<file path="config.mk">
export PLATFORM = sky130hd
export DESIGN_NAME = mem_arbiter_flat
export DESIGN_NICKNAME = d
export VERILOG_FILES = /design/src/rtl/mem_arbiter_if.sv /design/src/rtl/mem_arbiter.sv /design/src/flat_wrapper.sv
export SDC_FILE = /design/constraint.sdc
export NUM_CORES = 1
export LEC_CHECK = 0
export BUFFER_PORTS_ARGS = -buffer_cell sky130_fd_sc_hd__buf_2
export CAP_MARGIN = 20
export CORE_AREA = 2 2 107 109
export CTS_CLUSTER_SIZE = 8
export DETAILED_ROUTE_END_ITERATION = 16
export DIE_AREA = 0 0 109 111
export PLACE_DENSITY_LB_ADDON = 0.05
export SETUP_SLACK_MARGIN = 0.02
export SLEW_MARGIN = 10
export SYNTH_ARGS = -nofsm -noshare
export SYNTH_HDL_FRONTEND = slang
export SYNTH_SLANG_ARGS = --single-unit
</file>
<file path="constraint.sdc">
create_clock -name clk -period 2.2 [get_ports clk]
set_input_delay 0.44 -clock clk [delete_from_list [all_inputs] [get_ports clk]]
set_output_delay 0.44 -clock clk [all_outputs]
set_load 0.005 [all_outputs]
</file>
<file path="src/rtl/mem_arbiter_if.sv">
// Request/response bundle between the fetch unit, the load/store unit, the
// arbiter and the shared memory port.
//   if_*  : fetch read request (valid/ready/addr) and one-cycle response
//   lsu_* : load/store request (valid/ready/addr/we/wdata/wmask) and response
//   mem_* : shared memory request (valid/ready/addr/we/wdata/wmask) and response
// Modports: slave = the arbiter itself, master = the surrounding environment.
interface mem_arbiter_if #(
  parameter int unsigned XLEN = 32
);
  logic            if_req_valid_i;
  logic            if_req_ready_o;
  logic [XLEN-1:0] if_req_addr_i;
  logic            if_rsp_valid_o;
  logic [XLEN-1:0] if_rsp_rdata_o;
  logic            if_rsp_err_o;

  logic            lsu_req_valid_i;
  logic            lsu_req_ready_o;
  logic [XLEN-1:0] lsu_req_addr_i;
  logic            lsu_req_we_i;
  logic [XLEN-1:0] lsu_req_wdata_i;
  logic [3:0]      lsu_req_wmask_i;
  logic            lsu_rsp_valid_o;
  logic [XLEN-1:0] lsu_rsp_rdata_o;
  logic            lsu_rsp_err_o;

  logic            mem_req_valid_o;
  logic            mem_req_ready_i;
  logic [XLEN-1:0] mem_req_addr_o;
  logic            mem_req_we_o;
  logic [XLEN-1:0] mem_req_wdata_o;
  logic [3:0]      mem_req_wmask_o;
  logic            mem_rsp_valid_i;
  logic [XLEN-1:0] mem_rsp_rdata_i;
  logic            mem_rsp_err_i;

  modport slave (
    input  if_req_valid_i, if_req_addr_i,
    output if_req_ready_o, if_rsp_valid_o, if_rsp_rdata_o, if_rsp_err_o,
    input  lsu_req_valid_i, lsu_req_addr_i, lsu_req_we_i, lsu_req_wdata_i, lsu_req_wmask_i,
    output lsu_req_ready_o, lsu_rsp_valid_o, lsu_rsp_rdata_o, lsu_rsp_err_o,
    output mem_req_valid_o, mem_req_addr_o, mem_req_we_o, mem_req_wdata_o, mem_req_wmask_o,
    input  mem_req_ready_i, mem_rsp_valid_i, mem_rsp_rdata_i, mem_rsp_err_i
  );

  modport master (
    output if_req_valid_i, if_req_addr_i,
    input  if_req_ready_o, if_rsp_valid_o, if_rsp_rdata_o, if_rsp_err_o,
    output lsu_req_valid_i, lsu_req_addr_i, lsu_req_we_i, lsu_req_wdata_i, lsu_req_wmask_i,
    input  lsu_req_ready_o, lsu_rsp_valid_o, lsu_rsp_rdata_o, lsu_rsp_err_o,
    input  mem_req_valid_o, mem_req_addr_o, mem_req_we_o, mem_req_wdata_o, mem_req_wmask_o,
    output mem_req_ready_i, mem_rsp_valid_i, mem_rsp_rdata_i, mem_rsp_err_i
  );
endinterface

</file>
<file path="src/rtl/mem_arbiter.sv">
// Round-robin arbiter giving the fetch unit (IF) and the load/store unit (LSU)
// access to a single memory port, one transaction at a time, with a watchdog
// that forces an error response if memory does not answer within TIMEOUT cycles.
// Ports:
//   clk   : core clock, rising edge
//   reset : asynchronous, active-low
//   bus   : mem_arbiter_if.slave carrying IF, LSU and memory handshakes
module mem_arbiter #(
  parameter int unsigned XLEN    = 32,
  parameter int unsigned TIMEOUT = 255
) (
  input logic          clk,
  input logic          reset,
  mem_arbiter_if.slave bus
);

  typedef enum logic [1:0] {StIdle, StReq, StWait} state_e;

  localparam logic [7:0] CntLast = 8'(TIMEOUT - 1);

  state_e          state_q, state_d;
  logic            owner_q, owner_d;           // 0 = IF, 1 = LSU
  logic            last_grant_q, last_grant_d;
  logic [7:0]      cnt_q, cnt_d;
  logic [XLEN-1:0] addr_q, addr_d;
  logic [XLEN-1:0] wdata_q, wdata_d;
  logic            we_q, we_d;
  logic [3:0]      wmask_q, wmask_d;

  logic            winner;
  logic            win_valid;
  logic            in_idle;
  logic            timeout;
  logic            rsp_from_mem;
  logic            rsp_fire;
  logic            req_out;
  logic [XLEN-1:0] rsp_rdata;
  logic            rsp_err;

  // Both valid: favour whoever did not win last time.
  assign winner    = (bus.if_req_valid_i && bus.lsu_req_valid_i) ? ~last_grant_q
                                                                 : bus.lsu_req_valid_i;
  assign win_valid = bus.if_req_valid_i || bus.lsu_req_valid_i;
  // Gated by reset so the readies are low while reset is held.
  assign in_idle   = (state_q == StIdle) && reset;

  // cnt_q counts completed busy cycles; this is the TIMEOUT-th busy cycle.
  assign timeout      = (state_q != StIdle) && (cnt_q == CntLast);
  assign rsp_from_mem = (state_q == StWait) && bus.mem_rsp_valid_i;
  assign rsp_fire     = rsp_from_mem || timeout;
  // A request timing out in REQ is withdrawn in that same cycle.
  assign req_out      = (state_q == StReq) && !timeout;

  always_comb begin
    state_d      = state_q;
    owner_d      = owner_q;
    last_grant_d = last_grant_q;
    cnt_d        = cnt_q;
    addr_d       = addr_q;
    wdata_d      = wdata_q;
    we_d         = we_q;
    wmask_d      = wmask_q;
    unique case (state_q)
      StIdle: begin
        if (win_valid) begin
          state_d      = StReq;
          owner_d      = winner;
          last_grant_d = winner;
          cnt_d        = '0;
          if (winner) begin
            addr_d  = bus.lsu_req_addr_i;
            we_d    = bus.lsu_req_we_i;
            wdata_d = bus.lsu_req_wdata_i;
            wmask_d = bus.lsu_req_wmask_i;
          end else begin
            addr_d  = bus.if_req_addr_i;
            we_d    = 1'b0;
            wdata_d = '0;
            wmask_d = '0;
          end
        end
      end
      StReq: begin
        cnt_d = cnt_q + 8'd1;
        if (timeout) begin
          state_d = StIdle;
        end else if (bus.mem_req_ready_i) begin
          state_d = StWait;
        end
      end
      StWait: begin
        cnt_d = cnt_q + 8'd1;
        if (rsp_fire) begin
          state_d = StIdle;
        end
      end
      default: state_d = StIdle;
    endcase
  end

  always_ff @(posedge clk or negedge reset) begin
    if (!reset) begin
      state_q      <= StIdle;
      owner_q      <= 1'b0;
      last_grant_q <= 1'b0;
      cnt_q        <= '0;
      addr_q       <= '0;
      wdata_q      <= '0;
      we_q         <= 1'b0;
      wmask_q      <= '0;
    end else begin
      state_q      <= state_d;
      owner_q      <= owner_d;
      last_grant_q <= last_grant_d;
      cnt_q        <= cnt_d;
      addr_q       <= addr_d;
      wdata_q      <= wdata_d;
      we_q         <= we_d;
      wmask_q      <= wmask_d;
    end
  end

  // A memory response beats a simultaneous timeout; a timeout alone is err=1, rdata=0.
  assign rsp_rdata = rsp_from_mem ? bus.mem_rsp_rdata_i : '0;
  assign rsp_err   = rsp_from_mem ? bus.mem_rsp_err_i : timeout;

  always_comb begin
    bus.if_req_ready_o  = in_idle && bus.if_req_valid_i && !winner;
    bus.lsu_req_ready_o = in_idle && bus.lsu_req_valid_i && winner;

    bus.mem_req_valid_o = req_out;
    bus.mem_req_addr_o  = req_out ? addr_q : '0;
    bus.mem_req_we_o    = req_out && we_q;
    bus.mem_req_wdata_o = req_out ? wdata_q : '0;
    bus.mem_req_wmask_o = req_out ? wmask_q : '0;

    bus.if_rsp_valid_o  = rsp_fire && !owner_q;
    bus.if_rsp_rdata_o  = owner_q ? '0 : rsp_rdata;
    bus.if_rsp_err_o    = !owner_q && rsp_err;
    bus.lsu_rsp_valid_o = rsp_fire && owner_q;
    bus.lsu_rsp_rdata_o = owner_q ? rsp_rdata : '0;
    bus.lsu_rsp_err_o   = owner_q && rsp_err;
  end

endmodule

</file>
<file path="src/flat_wrapper.sv">
// flat-port wrapper written by rule: the top's interface ports become plain ports
module mem_arbiter_flat 
#(
  parameter int unsigned XLEN    = 32,
  parameter int unsigned TIMEOUT = 255
)
  (clk, reset, bus_if_req_valid_i, bus_if_req_addr_i, bus_if_req_ready_o, bus_if_rsp_valid_o, bus_if_rsp_rdata_o, bus_if_rsp_err_o, bus_lsu_req_valid_i, bus_lsu_req_addr_i, bus_lsu_req_we_i, bus_lsu_req_wdata_i, bus_lsu_req_wmask_i, bus_lsu_req_ready_o, bus_lsu_rsp_valid_o, bus_lsu_rsp_rdata_o, bus_lsu_rsp_err_o, bus_mem_req_valid_o, bus_mem_req_addr_o, bus_mem_req_we_o, bus_mem_req_wdata_o, bus_mem_req_wmask_o, bus_mem_req_ready_i, bus_mem_rsp_valid_i, bus_mem_rsp_rdata_i, bus_mem_rsp_err_i);
  mem_arbiter_if #(.XLEN(XLEN)) bus_i ();
  input logic clk;
  input logic reset;
  input wire logic [$bits(bus_i.if_req_valid_i)-1:0] bus_if_req_valid_i;
  input wire logic [$bits(bus_i.if_req_addr_i)-1:0] bus_if_req_addr_i;
  output wire logic [$bits(bus_i.if_req_ready_o)-1:0] bus_if_req_ready_o;
  output wire logic [$bits(bus_i.if_rsp_valid_o)-1:0] bus_if_rsp_valid_o;
  output wire logic [$bits(bus_i.if_rsp_rdata_o)-1:0] bus_if_rsp_rdata_o;
  output wire logic [$bits(bus_i.if_rsp_err_o)-1:0] bus_if_rsp_err_o;
  input wire logic [$bits(bus_i.lsu_req_valid_i)-1:0] bus_lsu_req_valid_i;
  input wire logic [$bits(bus_i.lsu_req_addr_i)-1:0] bus_lsu_req_addr_i;
  input wire logic [$bits(bus_i.lsu_req_we_i)-1:0] bus_lsu_req_we_i;
  input wire logic [$bits(bus_i.lsu_req_wdata_i)-1:0] bus_lsu_req_wdata_i;
  input wire logic [$bits(bus_i.lsu_req_wmask_i)-1:0] bus_lsu_req_wmask_i;
  output wire logic [$bits(bus_i.lsu_req_ready_o)-1:0] bus_lsu_req_ready_o;
  output wire logic [$bits(bus_i.lsu_rsp_valid_o)-1:0] bus_lsu_rsp_valid_o;
  output wire logic [$bits(bus_i.lsu_rsp_rdata_o)-1:0] bus_lsu_rsp_rdata_o;
  output wire logic [$bits(bus_i.lsu_rsp_err_o)-1:0] bus_lsu_rsp_err_o;
  output wire logic [$bits(bus_i.mem_req_valid_o)-1:0] bus_mem_req_valid_o;
  output wire logic [$bits(bus_i.mem_req_addr_o)-1:0] bus_mem_req_addr_o;
  output wire logic [$bits(bus_i.mem_req_we_o)-1:0] bus_mem_req_we_o;
  output wire logic [$bits(bus_i.mem_req_wdata_o)-1:0] bus_mem_req_wdata_o;
  output wire logic [$bits(bus_i.mem_req_wmask_o)-1:0] bus_mem_req_wmask_o;
  input wire logic [$bits(bus_i.mem_req_ready_i)-1:0] bus_mem_req_ready_i;
  input wire logic [$bits(bus_i.mem_rsp_valid_i)-1:0] bus_mem_rsp_valid_i;
  input wire logic [$bits(bus_i.mem_rsp_rdata_i)-1:0] bus_mem_rsp_rdata_i;
  input wire logic [$bits(bus_i.mem_rsp_err_i)-1:0] bus_mem_rsp_err_i;
  assign bus_i.if_req_valid_i = bus_if_req_valid_i;
  assign bus_i.if_req_addr_i = bus_if_req_addr_i;
  assign bus_if_req_ready_o = bus_i.if_req_ready_o;
  assign bus_if_rsp_valid_o = bus_i.if_rsp_valid_o;
  assign bus_if_rsp_rdata_o = bus_i.if_rsp_rdata_o;
  assign bus_if_rsp_err_o = bus_i.if_rsp_err_o;
  assign bus_i.lsu_req_valid_i = bus_lsu_req_valid_i;
  assign bus_i.lsu_req_addr_i = bus_lsu_req_addr_i;
  assign bus_i.lsu_req_we_i = bus_lsu_req_we_i;
  assign bus_i.lsu_req_wdata_i = bus_lsu_req_wdata_i;
  assign bus_i.lsu_req_wmask_i = bus_lsu_req_wmask_i;
  assign bus_lsu_req_ready_o = bus_i.lsu_req_ready_o;
  assign bus_lsu_rsp_valid_o = bus_i.lsu_rsp_valid_o;
  assign bus_lsu_rsp_rdata_o = bus_i.lsu_rsp_rdata_o;
  assign bus_lsu_rsp_err_o = bus_i.lsu_rsp_err_o;
  assign bus_mem_req_valid_o = bus_i.mem_req_valid_o;
  assign bus_mem_req_addr_o = bus_i.mem_req_addr_o;
  assign bus_mem_req_we_o = bus_i.mem_req_we_o;
  assign bus_mem_req_wdata_o = bus_i.mem_req_wdata_o;
  assign bus_mem_req_wmask_o = bus_i.mem_req_wmask_o;
  assign bus_i.mem_req_ready_i = bus_mem_req_ready_i;
  assign bus_i.mem_rsp_valid_i = bus_mem_rsp_valid_i;
  assign bus_i.mem_rsp_rdata_i = bus_mem_rsp_rdata_i;
  assign bus_i.mem_rsp_err_i = bus_mem_rsp_err_i;
  mem_arbiter #(.XLEN(XLEN), .TIMEOUT(TIMEOUT)) u_core (.clk(clk), .reset(reset), .bus(bus_i));
endmodule
</file>
==> report_table.html, run 1 <==
<table>
<tr><th>Metric</th><th>Value</th></tr>
<tr><th colspan="2">Run status</th></tr>
<tr><td>Run status</td><td>finished with violations</td></tr>
<tr><td>Failing checks</td><td>setup timing</td></tr>
<tr><th colspan="2">Clock network</th></tr>
<tr><td>Number of buffers on the longest clock path</td><td>2</td></tr>
<tr><td>CTS Root Cell</td><td>sky130_fd_sc_hd__clkbuf_16</td></tr>
<tr><td>CTS tree</td><td>yes</td></tr>
<tr><td>H-tree Lvls</td><td>3</td></tr>
<tr><td>Clock Pin Slew Worst Setup and Hold Paths</td><td>0.06 ns</td></tr>
<tr><td>Insertion delay of the later-clocked pin in the worst-skew pair</td><td>roughly 0.34 ns</td></tr>
<tr><td>TritonCTS Buffers</td><td>9</td></tr>
<tr><td>Clock sinks</td><td>80</td></tr>
<tr><th colspan="2">Placed design</th></tr>
<tr><td>Number of port buffers</td><td>279</td></tr>
<tr><td>Half-perimeter wire length of the detailed placement result</td><td>9.543 mm</td></tr>
<tr><td>Placer Congestion</td><td>roughly 0.8</td></tr>
<tr><td>Setup slack at placement</td><td>around 0.0044 ns</td></tr>
<tr><td>Placement-stage cell area</td><td>5921 um^2</td></tr>
<tr><th colspan="2">Cells and area</th></tr>
<tr><td>Total inserted antenna cells</td><td>0</td></tr>
<tr><td>Post-layout net count</td><td>894</td></tr>
<tr><td>Number of filler instances in the final layout</td><td>around 800</td></tr>
<tr><td>Post-route design area</td><td>7794 um^2</td></tr>
<tr><td>Share of layout cells above drive strength 1</td><td>61.62%</td></tr>
<tr><td>Layout overhead on the synthesized area</td><td>78.43%</td></tr>
<tr><td>Util after Layout</td><td>70.36%</td></tr>
<tr><th colspan="2">Timing</th></tr>
<tr><td>Unrepaired setup endpoints after global routing</td><td>true</td></tr>
<tr><td>Achievable clock frequency</td><td>0.4195 GHz</td></tr>
<tr><td>Final critical delay including setup and external delays</td><td>~2.4 ns</td></tr>
<tr><td>Setup TNS</td><td>-14.65 ns</td></tr>
<tr><td>Max-slew violation count</td><td>0</td></tr>
<tr><td>Worst-margin pin slew</td><td>0.9482 ns</td></tr>
<tr><td>Final hold vios</td><td>0</td></tr>
<tr><td>Post-route fraction of the period consumed by the critical path</td><td>108.4%</td></tr>
<tr><td>Worst max-slew margin expressed relative to the limit</td><td>36.79%</td></tr>
<tr><td>Final number of setup-violating endpoints</td><td>138</td></tr>
<tr><td>Clock skew</td><td>about 0.0088 ns</td></tr>
<tr><td>Slack of the critical path</td><td>-0.1838 ns</td></tr>
<tr><td>Minimum hold slack</td><td>0.3261 ns</td></tr>
<tr><th colspan="2">Logic synthesis</th></tr>
<tr><td>Number of enable flip-flop cells after synthesis</td><td>0</td></tr>
<tr><td>Prevailing post-synth register cell</td><td>sky130_fd_sc_hd__dfrtp_1</td></tr>
<tr><td>Post-Synthesis Cell Area</td><td>4368 um^2</td></tr>
<tr><td>Flops &amp; latches, synth</td><td>80</td></tr>
<tr><td>Yosys warning count</td><td>0</td></tr>
<tr><td>Avg Inst Size Synth</td><td>9.750 um^2</td></tr>
<tr><td>Net Count, Synth</td><td>594</td></tr>
<tr><td>Synthesized instance count</td><td>448</td></tr>
<tr><td>Async set or reset register ratio after synthesis</td><td>100.0%</td></tr>
<tr><td>Sequential cell area fraction in the yosys report</td><td>45.83%</td></tr>
<tr><td>Count of different cell masters after synthesis</td><td>32</td></tr>
<tr><th colspan="2">Route</th></tr>
<tr><td>M1 wire length</td><td>5.921 mm</td></tr>
<tr><td>Average vias per placed instance</td><td>4.988</td></tr>
<tr><td>First-pass DRT Iterations</td><td>4</td></tr>
<tr><td>Wire length on met2</td><td>8.185 mm</td></tr>
<tr><td>Length of routed met3 wiring</td><td>1.195 mm</td></tr>
<tr><td>Vias after detailed routing</td><td>4,469</td></tr>
<tr><td>Total Wirelength</td><td>15.79 mm</td></tr>
<tr><td>WL/cell</td><td>between 15 and 20 um</td></tr>
<tr><td>Count of antenna-violating nets left after detailed routing</td><td>0</td></tr>
<tr><td>Number of remaining DRC errors</td><td>0</td></tr>
<tr><td>Number of DRC markers in iteration 0</td><td>between 200 and 250</td></tr>
<tr><td>Uppermost layer routed</td><td>met4</td></tr>
<tr><th colspan="2">Power and ir drop</th></tr>
<tr><td>Switching pwr</td><td>3.000 mW</td></tr>
<tr><td>Max IR drop VDD</td><td>0.6511 mV</td></tr>
<tr><td>Part of the total power dissipated in combinational logic</td><td>54.8%</td></tr>
<tr><td>Portion of total power attributed to the clock network</td><td>16.6%</td></tr>
<tr><td>Int Power</td><td>5.981 mW</td></tr>
<tr><td>Reported leakage power</td><td>4.055 nW</td></tr>
<tr><td>Fraction of power spent switching nets</td><td>approximately 33%</td></tr>
<tr><td>Sequential share of power</td><td>28.6%</td></tr>
<tr><td>Power per standard cell area</td><td>1152 nW/um^2</td></tr>
<tr><th colspan="2">Floorplan</th></tr>
<tr><td>Core ar.</td><td>11,080 um^2</td></tr>
<tr><td>Std-Cell Rows</td><td>39</td></tr>
<tr><td>Die boundary width</td><td>109 um</td></tr>
<tr><td>Initial Util</td><td>approximately 39%</td></tr>
<tr><td>I/O pin cnt</td><td>280</td></tr>
<tr><td>Die Outline Area</td><td>12,100 um^2</td></tr>
<tr><td>Die height</td><td>about 110 um</td></tr>
<tr><th colspan="2">Worst setup path</th></tr>
<tr><td>Critical path capture point type</td><td>output port</td></tr>
<tr><td>Highest cell delay on the worst timing path</td><td>0.36 ns</td></tr>
<tr><td>Classification of the worst setup path</td><td>flip-flop to output port</td></tr>
<tr><td>R2R setup slack</td><td>0.23 ns</td></tr>
<tr><td>Kind of launch point of the worst setup path</td><td>flip-flop</td></tr>
<tr><td>Ordered list of cells on the worst path</td><td>inv_2 -&gt; ha_4 -&gt; nand4b_1 -&gt; nor2_4 -&gt; nor2b_4 -&gt; buf_12 -&gt; clkbuf_16 -&gt; and2_4 -&gt; buf_6</td></tr>
<tr><td>Depth of the worst register-to-register path</td><td>8</td></tr>
<tr><td>Critical path fanouts, max</td><td>8</td></tr>
<tr><td>Reg2Reg Capture Point</td><td>u_core.cnt_q[7]</td></tr>
<tr><td>Timing endpoint of the critical path</td><td>bus_mem_req_addr_o[16]</td></tr>
<tr><td>Worst EP required</td><td>approximately 1.8 ns</td></tr>
<tr><td>Critical path startpoint</td><td>u_core.state_q[1]</td></tr>
<tr><td>Worst endpoint data arrival time</td><td>1.94 ns</td></tr>
<tr><td>Slowest CP cell</td><td>sky130_fd_sc_hd__dfrtp_1</td></tr>
<tr><td>Reg-to-reg startpoint</td><td>u_core.state_q[1]</td></tr>
<tr><th colspan="2">Global routing</th></tr>
<tr><td>Number of antenna violations at the first check in global routing</td><td>0</td></tr>
<tr><td>Pin count of the biggest net entering global routing</td><td>between 70 and 80</td></tr>
<tr><td>Global-route wire length before repair</td><td>21.02 mm</td></tr>
<tr><td>Remaining global-route overflow</td><td>0</td></tr>
<tr><td>Via count of the first global-routing pass</td><td>4,143</td></tr>
<tr><td>Total global-route track usage</td><td>approximately 22%</td></tr>
<tr><th colspan="2">Hold path</th></tr>
<tr><td>Type of the worst min-delay path</td><td>primary input to flip-flop</td></tr>
<tr><td>Number of stages on the worst hold path</td><td>2</td></tr>
<tr><th colspan="2">Run</th></tr>
<tr><td>Max-capacitance violation count</td><td>0</td></tr>
</table>
metal layers:
layer  vias up  global-route usage, %
li1       2103                      -
met1      2126                  25.26
met2       201                  40.75
met3        39                  4.409
met4         0                  8.974
met5         -                      0
metrics by stage:
stage | cells | power [mW]
3_3_place_gp | 847 | 5.344
3_5_place_dp | 847 | 5.411
6_report | 896 | 8.981
4_1_cts | 880 | 7.581
2_1_floorplan | 448 | 4.236
5_1_grt | 896 | 9.534
state kept, by name, indices dropped and copies added (netlist names):
register and flops:
u_core.state_q 2, u_core.addr_q 32, u_core.we_q 1, u_core.cnt_q 8
u_core.wdata_q 32, u_core.wmask_q 4, u_core.owner_q 1
power groups by stage:
stage / Clock (mW) / Combinational (mW) / Sequential (mW)
after floorplan: 0 / 1.84 / 2.40
after global placement: 0 / 2.82 / 2.52
after detailed placement: 0 / 2.88 / 2.53
after CTS: 1.52 / 3.53 / 2.53
after global routing: 1.59 / 5.30 / 2.65
final: 1.49 / 4.92 / 2.57
cells in the final DEF, fill, tap and decap left out, types with 2 or more instances in the layout:
master	n
sky130_fd_sc_hd__buf_2	167
sky130_fd_sc_hd__buf_6	117
sky130_fd_sc_hd__and2_4	112
sky130_fd_sc_hd__dfrtp_1	80
sky130_fd_sc_hd__o21ai_0	38
sky130_fd_sc_hd__a22o_1	37
sky130_fd_sc_hd__nand2_1	34
sky130_fd_sc_hd__mux2i_1	32
sky130_fd_sc_hd__and2_1	22
sky130_fd_sc_hd__buf_4	18
sky130_fd_sc_hd__clkbuf_16	16
sky130_fd_sc_hd__nor2_1	11
sky130_fd_sc_hd__buf_12	6
sky130_fd_sc_hd__xnor2_1	5
sky130_fd_sc_hd__buf_16	4
sky130_fd_sc_hd__inv_1	3
sky130_fd_sc_hd__a21oi_1	3
sky130_fd_sc_hd__ha_1	3
sky130_fd_sc_hd__nor2_4	2
sky130_fd_sc_hd__inv_2	2
sky130_fd_sc_hd__nand3_1	2
sky130_fd_sc_hd__and3_1	2
sky130_fd_sc_hd__nor3_1	2
sky130_fd_sc_hd__nor4_1	2
sky130_fd_sc_hd__nor4b_1	2
sky130_fd_sc_hd__nand2b_1	2
sky130_fd_sc_hd__or3_1	2
sky130_fd_sc_hd__ha_4	2
sky130_fd_sc_hd__clkinv_2	2
sky130_fd_sc_hd__buf_8	2
worst max-delay path, delay by kind of cell, from the launching register on:
kind	cells	cell delay [ns]
and+or+nand+nor	4	0.61
buffers and inverters	4	0.48
adders and majority gates	1	0.15
DFF	1	0.36
repair_timing:
action                                  in CTS  in global routing
cloned                                       7                  9
resized for setup                           55                206
pin swaps                                   16                 86
endpoints found under the hold margin        6                  0
endpoints found under the setup margin     111                138
buffers inserted                             9                  7
hold buffers                                 1                  0
cells in the mapped netlist, types with 3 or more instances:
library cell                 n  share of area, %
sky130_fd_sc_hd__and2_1    134                19
sky130_fd_sc_hd__clkbuf_1   17               1.5
sky130_fd_sc_hd__nor2_1     13               1.1
sky130_fd_sc_hd__a21oi_1     4              0.46
sky130_fd_sc_hd__buf_2       8              0.92
sky130_fd_sc_hd__buf_6       3              0.77
sky130_fd_sc_hd__a22o_1     37               7.4
sky130_fd_sc_hd__ha_1        6               1.7
sky130_fd_sc_hd__inv_1       5              0.43
sky130_fd_sc_hd__xnor2_1     5               1.0
sky130_fd_sc_hd__buf_4       3              0.52
sky130_fd_sc_hd__o21ai_0    39               4.5
sky130_fd_sc_hd__dfrtp_1    80                46
sky130_fd_sc_hd__mux2i_1    32               7.3
sky130_fd_sc_hd__nand2_1    35               3.0
sky130_fd_sc_hd__and3_1      3              0.43
worst min path at each step:
stage | startpoint | slack, ns | endpoint
6_report | bus_lsu_req_wdata_i[13] | 0.33 | u_core.wdata_q[13]
5_1_grt | bus_lsu_req_wdata_i[14] | 0.33 | u_core.wdata_q[14]
4_1_cts | bus_lsu_req_wdata_i[13] | 0.32 | u_core.wdata_q[13]
3_5_place_dp | reset | 0.28 | u_core.cnt_q[0]
3_3_place_gp | reset | 0.28 | u_core.cnt_q[0]
2_1_floorplan | reset | 0.14 | u_core.addr_q[0]
final cells by class:
class | instances | area (um^2) | share of cell area [%]
well taps | 143 | 178.9 | 2.296
clock buffers | 11 | 242.7 | 3.114
multi-input cells | 330 | 2561 | 32.86
clock inverters | 5 | 56.30 | 0.7224
inverters | 5 | 18.77 | 0.2408
repair buffers | 322 | 2734 | 35.08
flip-flops and latches | 80 | 2002 | 25.69
cells by family (layout without fill, tap and decap cells):
logic type	Yosys count	count (layout)	synth area share [%]
xor gates and xnor gates	5	5	1.003
DFF	80	80	45.83
AOI/OAI and AO/OA	83	83	12.89
buffers and inverters	38	343	4.268
and+or+nand+nor	203	203	26.70
muxes	33	33	7.591
adders and majority gates	6	6	1.719
No activity file was read; power rests on OpenSTA's default activity.
==> run 2, diff against run 1 <==
--- a/config.mk
+++ b/config.mk
@@ -17,3 +17,4 @@
 export SYNTH_ARGS = -nofsm -noshare
 export SYNTH_HDL_FRONTEND = slang
 export SYNTH_SLANG_ARGS = --single-unit
+export TNS_END_PERCENT = 1
==> run 2 against run 1 <==
  * The run still ends with setup timing left
  * Hold slack better by 0.0022 ns
  * Sequential cell count is the same
  * Routed wire length is 9.7% lower
  * Sequential power barely moved
  * Register-to-register slack improved by 0.09 ns
  * Final cell count is 1.1% lower
  * First-iteration DRC count is 0.48% lower
  * Sequential share of layout area increased by 2.3 points
  * Combinational power fell by 9.3%
  * Via count is 4.3% lower
  * Critical path type unchanged
  * Largest power group unchanged
  * Highest routed layer unchanged
==> report_table.html, run 2 (synthesis results as in run 1) <==
<table>
<tr><th>Metric</th><th>Value</th></tr>
<tr><th colspan="2">Run status</th></tr>
<tr><td>Run status</td><td>finished with violations</td></tr>
<tr><td>Failing checks</td><td>setup timing</td></tr>
<tr><th colspan="2">Route</th></tr>
<tr><td>Count of antenna-violating nets left after detailed routing</td><td>0</td></tr>
<tr><td>Number of remaining DRC errors</td><td>0</td></tr>
<tr><td>WL/cell</td><td>~16 um</td></tr>
<tr><td>Total Wirelength</td><td>14.26 mm</td></tr>
<tr><td>Number of DRC markers in iteration 0</td><td>207</td></tr>
<tr><td>Vias after detailed routing</td><td>4,279</td></tr>
<tr><td>First-pass DRT Iterations</td><td>7</td></tr>
<tr><td>Average vias per placed instance</td><td>4.830</td></tr>
<tr><th colspan="2">Worst setup path</th></tr>
<tr><td>Classification of the worst setup path</td><td>flip-flop to output port</td></tr>
<tr><td>Critical path capture point type</td><td>output port</td></tr>
<tr><td>Worst EP required</td><td>1.76 ns</td></tr>
<tr><td>Worst endpoint data arrival time</td><td>1.93 ns</td></tr>
<tr><td>Critical path fanouts, max</td><td>8</td></tr>
<tr><td>Kind of launch point of the worst setup path</td><td>flip-flop</td></tr>
<tr><th colspan="2">Power and ir drop</th></tr>
<tr><td>Fraction of power spent switching nets</td><td>approximately a third</td></tr>
<tr><td>Sequential share of power</td><td>30.2%</td></tr>
<tr><td>Portion of total power attributed to the clock network</td><td>17.4%</td></tr>
<tr><td>Part of the total power dissipated in combinational logic</td><td>52.4%</td></tr>
<tr><td>Power per standard cell area</td><td>1191 nW/um^2</td></tr>
<tr><td>Int Power</td><td>5.652 mW</td></tr>
<tr><td>Total Power Consumption</td><td>8.520 mW</td></tr>
<tr><td>Reported leakage power</td><td>3.866 nW</td></tr>
<tr><td>Max IR drop VDD</td><td>0.5810 mV</td></tr>
<tr><td>Switching pwr</td><td>2.868 mW</td></tr>
<tr><th colspan="2">Timing</th></tr>
<tr><td>Slack of the critical path</td><td>-0.1679 ns</td></tr>
<tr><td>Final critical delay including setup and external delays</td><td>2.368 ns</td></tr>
<tr><td>Minimum hold slack</td><td>0.3283 ns</td></tr>
<tr><td>Worst max-slew margin expressed relative to the limit</td><td>a little under two fifths</td></tr>
<tr><td>Clock skew</td><td>0.007696 ns</td></tr>
<tr><td>Achievable clock frequency</td><td>0.4223 GHz</td></tr>
<tr><td>Unrepaired setup endpoints after global routing</td><td>true</td></tr>
<tr><td>Post-route fraction of the period consumed by the critical path</td><td>107.6%</td></tr>
<tr><td>Final number of setup-violating endpoints</td><td>a little over 100</td></tr>
<tr><td>Max-slew violation count</td><td>0</td></tr>
<tr><td>Final hold vios</td><td>0</td></tr>
<tr><td>Worst-margin pin slew</td><td>0.9401 ns</td></tr>
<tr><th colspan="2">Cells and area</th></tr>
<tr><td>Share of layout cells above drive strength 1</td><td>between 50 and 60%</td></tr>
<tr><td>Post-layout net count</td><td>884</td></tr>
<tr><td>Biggest regs</td><td>u_core.addr_q x32, u_core.wdata_q x32, u_core.cnt_q x8</td></tr>
<tr><td>Layout overhead on the synthesized area</td><td>63.82%</td></tr>
<tr><td>Commonest cells after routing, fill and taps aside</td><td>220 x sky130_fd_sc_hd__buf_2, 80 x sky130_fd_sc_hd__dfrtp_1, 74 x sky130_fd_sc_hd__and2_1, 62 x sky130_fd_sc_hd__buf_6, 60 x sky130_fd_sc_hd__and2_4</td></tr>
<tr><td>Post-route design area</td><td>7156 um^2</td></tr>
<tr><td>Total inserted antenna cells</td><td>0</td></tr>
<tr><td>Most common library cell in the layout ignoring fill and taps</td><td>sky130_fd_sc_hd__buf_2</td></tr>
<tr><td>Number of filler instances in the final layout</td><td>929</td></tr>
<tr><th colspan="2">Floorplan</th></tr>
<tr><td>Die boundary width</td><td>109 um</td></tr>
<tr><td>Die Outline Area</td><td>12,100 um^2</td></tr>
<tr><td>Core ar.</td><td>11,080 um^2</td></tr>
<tr><td>Die height</td><td>111 um</td></tr>
<tr><td>I/O pin cnt</td><td>280</td></tr>
<tr><td>Std-Cell Rows</td><td>39</td></tr>
<tr><td>Initial Util</td><td>between 30 and 40%</td></tr>
<tr><th colspan="2">Global routing</th></tr>
<tr><td>Total global-route track usage</td><td>21.27%</td></tr>
<tr><td>Number of antenna violations at the first check in global routing</td><td>0</td></tr>
<tr><td>Global-route wire length before repair</td><td>roughly 20 mm</td></tr>
<tr><td>Pin count of the biggest net entering global routing</td><td>75</td></tr>
<tr><td>Via count of the first global-routing pass</td><td>3,973</td></tr>
<tr><td>Remaining global-route overflow</td><td>0</td></tr>
<tr><th colspan="2">Clock network</th></tr>
<tr><td>CTS Root Cell</td><td>sky130_fd_sc_hd__clkbuf_16</td></tr>
<tr><td>Insertion delay of the later-clocked pin in the worst-skew pair</td><td>0.33 ns</td></tr>
<tr><td>Clock sinks</td><td>80</td></tr>
<tr><td>TritonCTS Buffers</td><td>9</td></tr>
<tr><td>H-tree Lvls</td><td>3</td></tr>
<tr><td>Clock Pin Slew Worst Setup and Hold Paths</td><td>roughly 0.060 ns</td></tr>
<tr><td>Number of buffers on the longest clock path</td><td>2</td></tr>
<tr><td>CTS tree</td><td>yes</td></tr>
<tr><th colspan="2">Run</th></tr>
<tr><td>Max-capacitance violation count</td><td>0</td></tr>
<tr><th colspan="2">Placed design</th></tr>
<tr><td>Number of port buffers</td><td>between 200 and 300</td></tr>
<tr><td>Setup slack at placement</td><td>0.004422 ns</td></tr>
<tr><td>Placement-stage cell area</td><td>about 6000 um^2</td></tr>
<tr><td>Half-perimeter wire length of the detailed placement result</td><td>9.543 mm</td></tr>
<tr><td>Placer Congestion</td><td>~0.8</td></tr>
<tr><th colspan="2">Hold path</th></tr>
<tr><td>Type of the worst min-delay path</td><td>primary input to flip-flop</td></tr>
</table>
==> run 2: changes by cell type in the layout (fill, tap and decap cells not counted), moves of 2 or more <==
cell,previous run,this run
sky130_fd_sc_hd__buf_6,117,62
sky130_fd_sc_hd__buf_2,167,220
sky130_fd_sc_hd__and2_4,112,60
sky130_fd_sc_hd__and2_1,22,74
sky130_fd_sc_hd__clkbuf_16,16,14
sky130_fd_sc_hd__buf_16,4,2
sky130_fd_sc_hd__buf_4,18,14
==> run 2: worst paths after layout <==
check | endpoint | cells after the start | slack, ns | from
worst max-delay path | bus_mem_req_wdata_o[30] | 9 | -0.17 | u_core.state_q[0]
worst min-delay path | u_core.wmask_q[2] | 2 | 0.33 | bus_lsu_req_wmask_i[2]
worst max register to register | u_core.state_q[0] | 7 | 0.32 | u_core.state_q[1]
worst min register to register | u_core.addr_q[7] | 2 | 0.48 | u_core.addr_q[7]
max in group asynchronous | u_core.cnt_q[7] | 3 | 0.57 | reset
min in group asynchronous | u_core.wdata_q[29] | 2 | 0.47 | reset
==> run 2: power by group through the flow <==
| stage | Clock, mW | Combinational [mW] | Sequential (mW) |
|---|---|---|---|
| 2_1_floorplan | 0 | 1.84 | 2.40 |
| 3_3_place_gp | 0 | 2.82 | 2.52 |
| 3_5_place_dp | 0 | 2.88 | 2.53 |
| 4_1_cts | 1.52 | 3.23 | 2.52 |
| 5_1_grt | 1.59 | 4.85 | 2.65 |
| 6_report | 1.49 | 4.46 | 2.57 |
==> run 2: critical path, stage by stage (launching register included) <==
cell	delay (ns)
sky130_fd_sc_hd__dfrtp_1	0.36
sky130_fd_sc_hd__inv_2	0.06
sky130_fd_sc_hd__ha_4	0.15
sky130_fd_sc_hd__nand4b_1	0.23
sky130_fd_sc_hd__nor2_4	0.16
sky130_fd_sc_hd__nor2b_4	0.07
sky130_fd_sc_hd__buf_12	0.15
sky130_fd_sc_hd__buf_8	0.14
sky130_fd_sc_hd__and2_4	0.16
sky130_fd_sc_hd__buf_6	0.11
==> run 2: final cells by class <==
cell class	count	area, um^2	share of cell area [%]
tap	143	178.9	2.500
clock buffer	11	242.7	3.392
sequential	80	2002	27.98
clock inverter	5	56.30	0.7869
multi-input combinational	330	2412	33.71
timing repair buffer	312	2245	31.37
inverter	5	18.77	0.2623
==> run 2: timing repair <==
item,in CTS,in global routing
resized for setup,21,126
setup endpoints to repair,111,138
setup buffers,8,4
pin swaps,5,63
endpoints found under the hold margin,6,0
cloned,2,8
hold buffers,1,0
==> run 2: stage by stage <==
stage          util [%]  setup TNS (ns)  cells
5_1_grt           64.60          -20.10    886
2_1_floorplan         -               0    448
3_3_place_gp      53.45               0    847
3_5_place_dp      53.45               0    847
4_1_cts           57.92          -10.81    874
6_report          64.60          -10.21    886
==> run 2: metal layers <==
layer	GRT usage (%)	vias to the layer above	part of all wire (%)
met4	8.376	0	2.1
met5	0	-	0
li1	-	2088	-
met2	37.64	175	52
met1	24.77	1993	39
met3	4.233	23	7.1
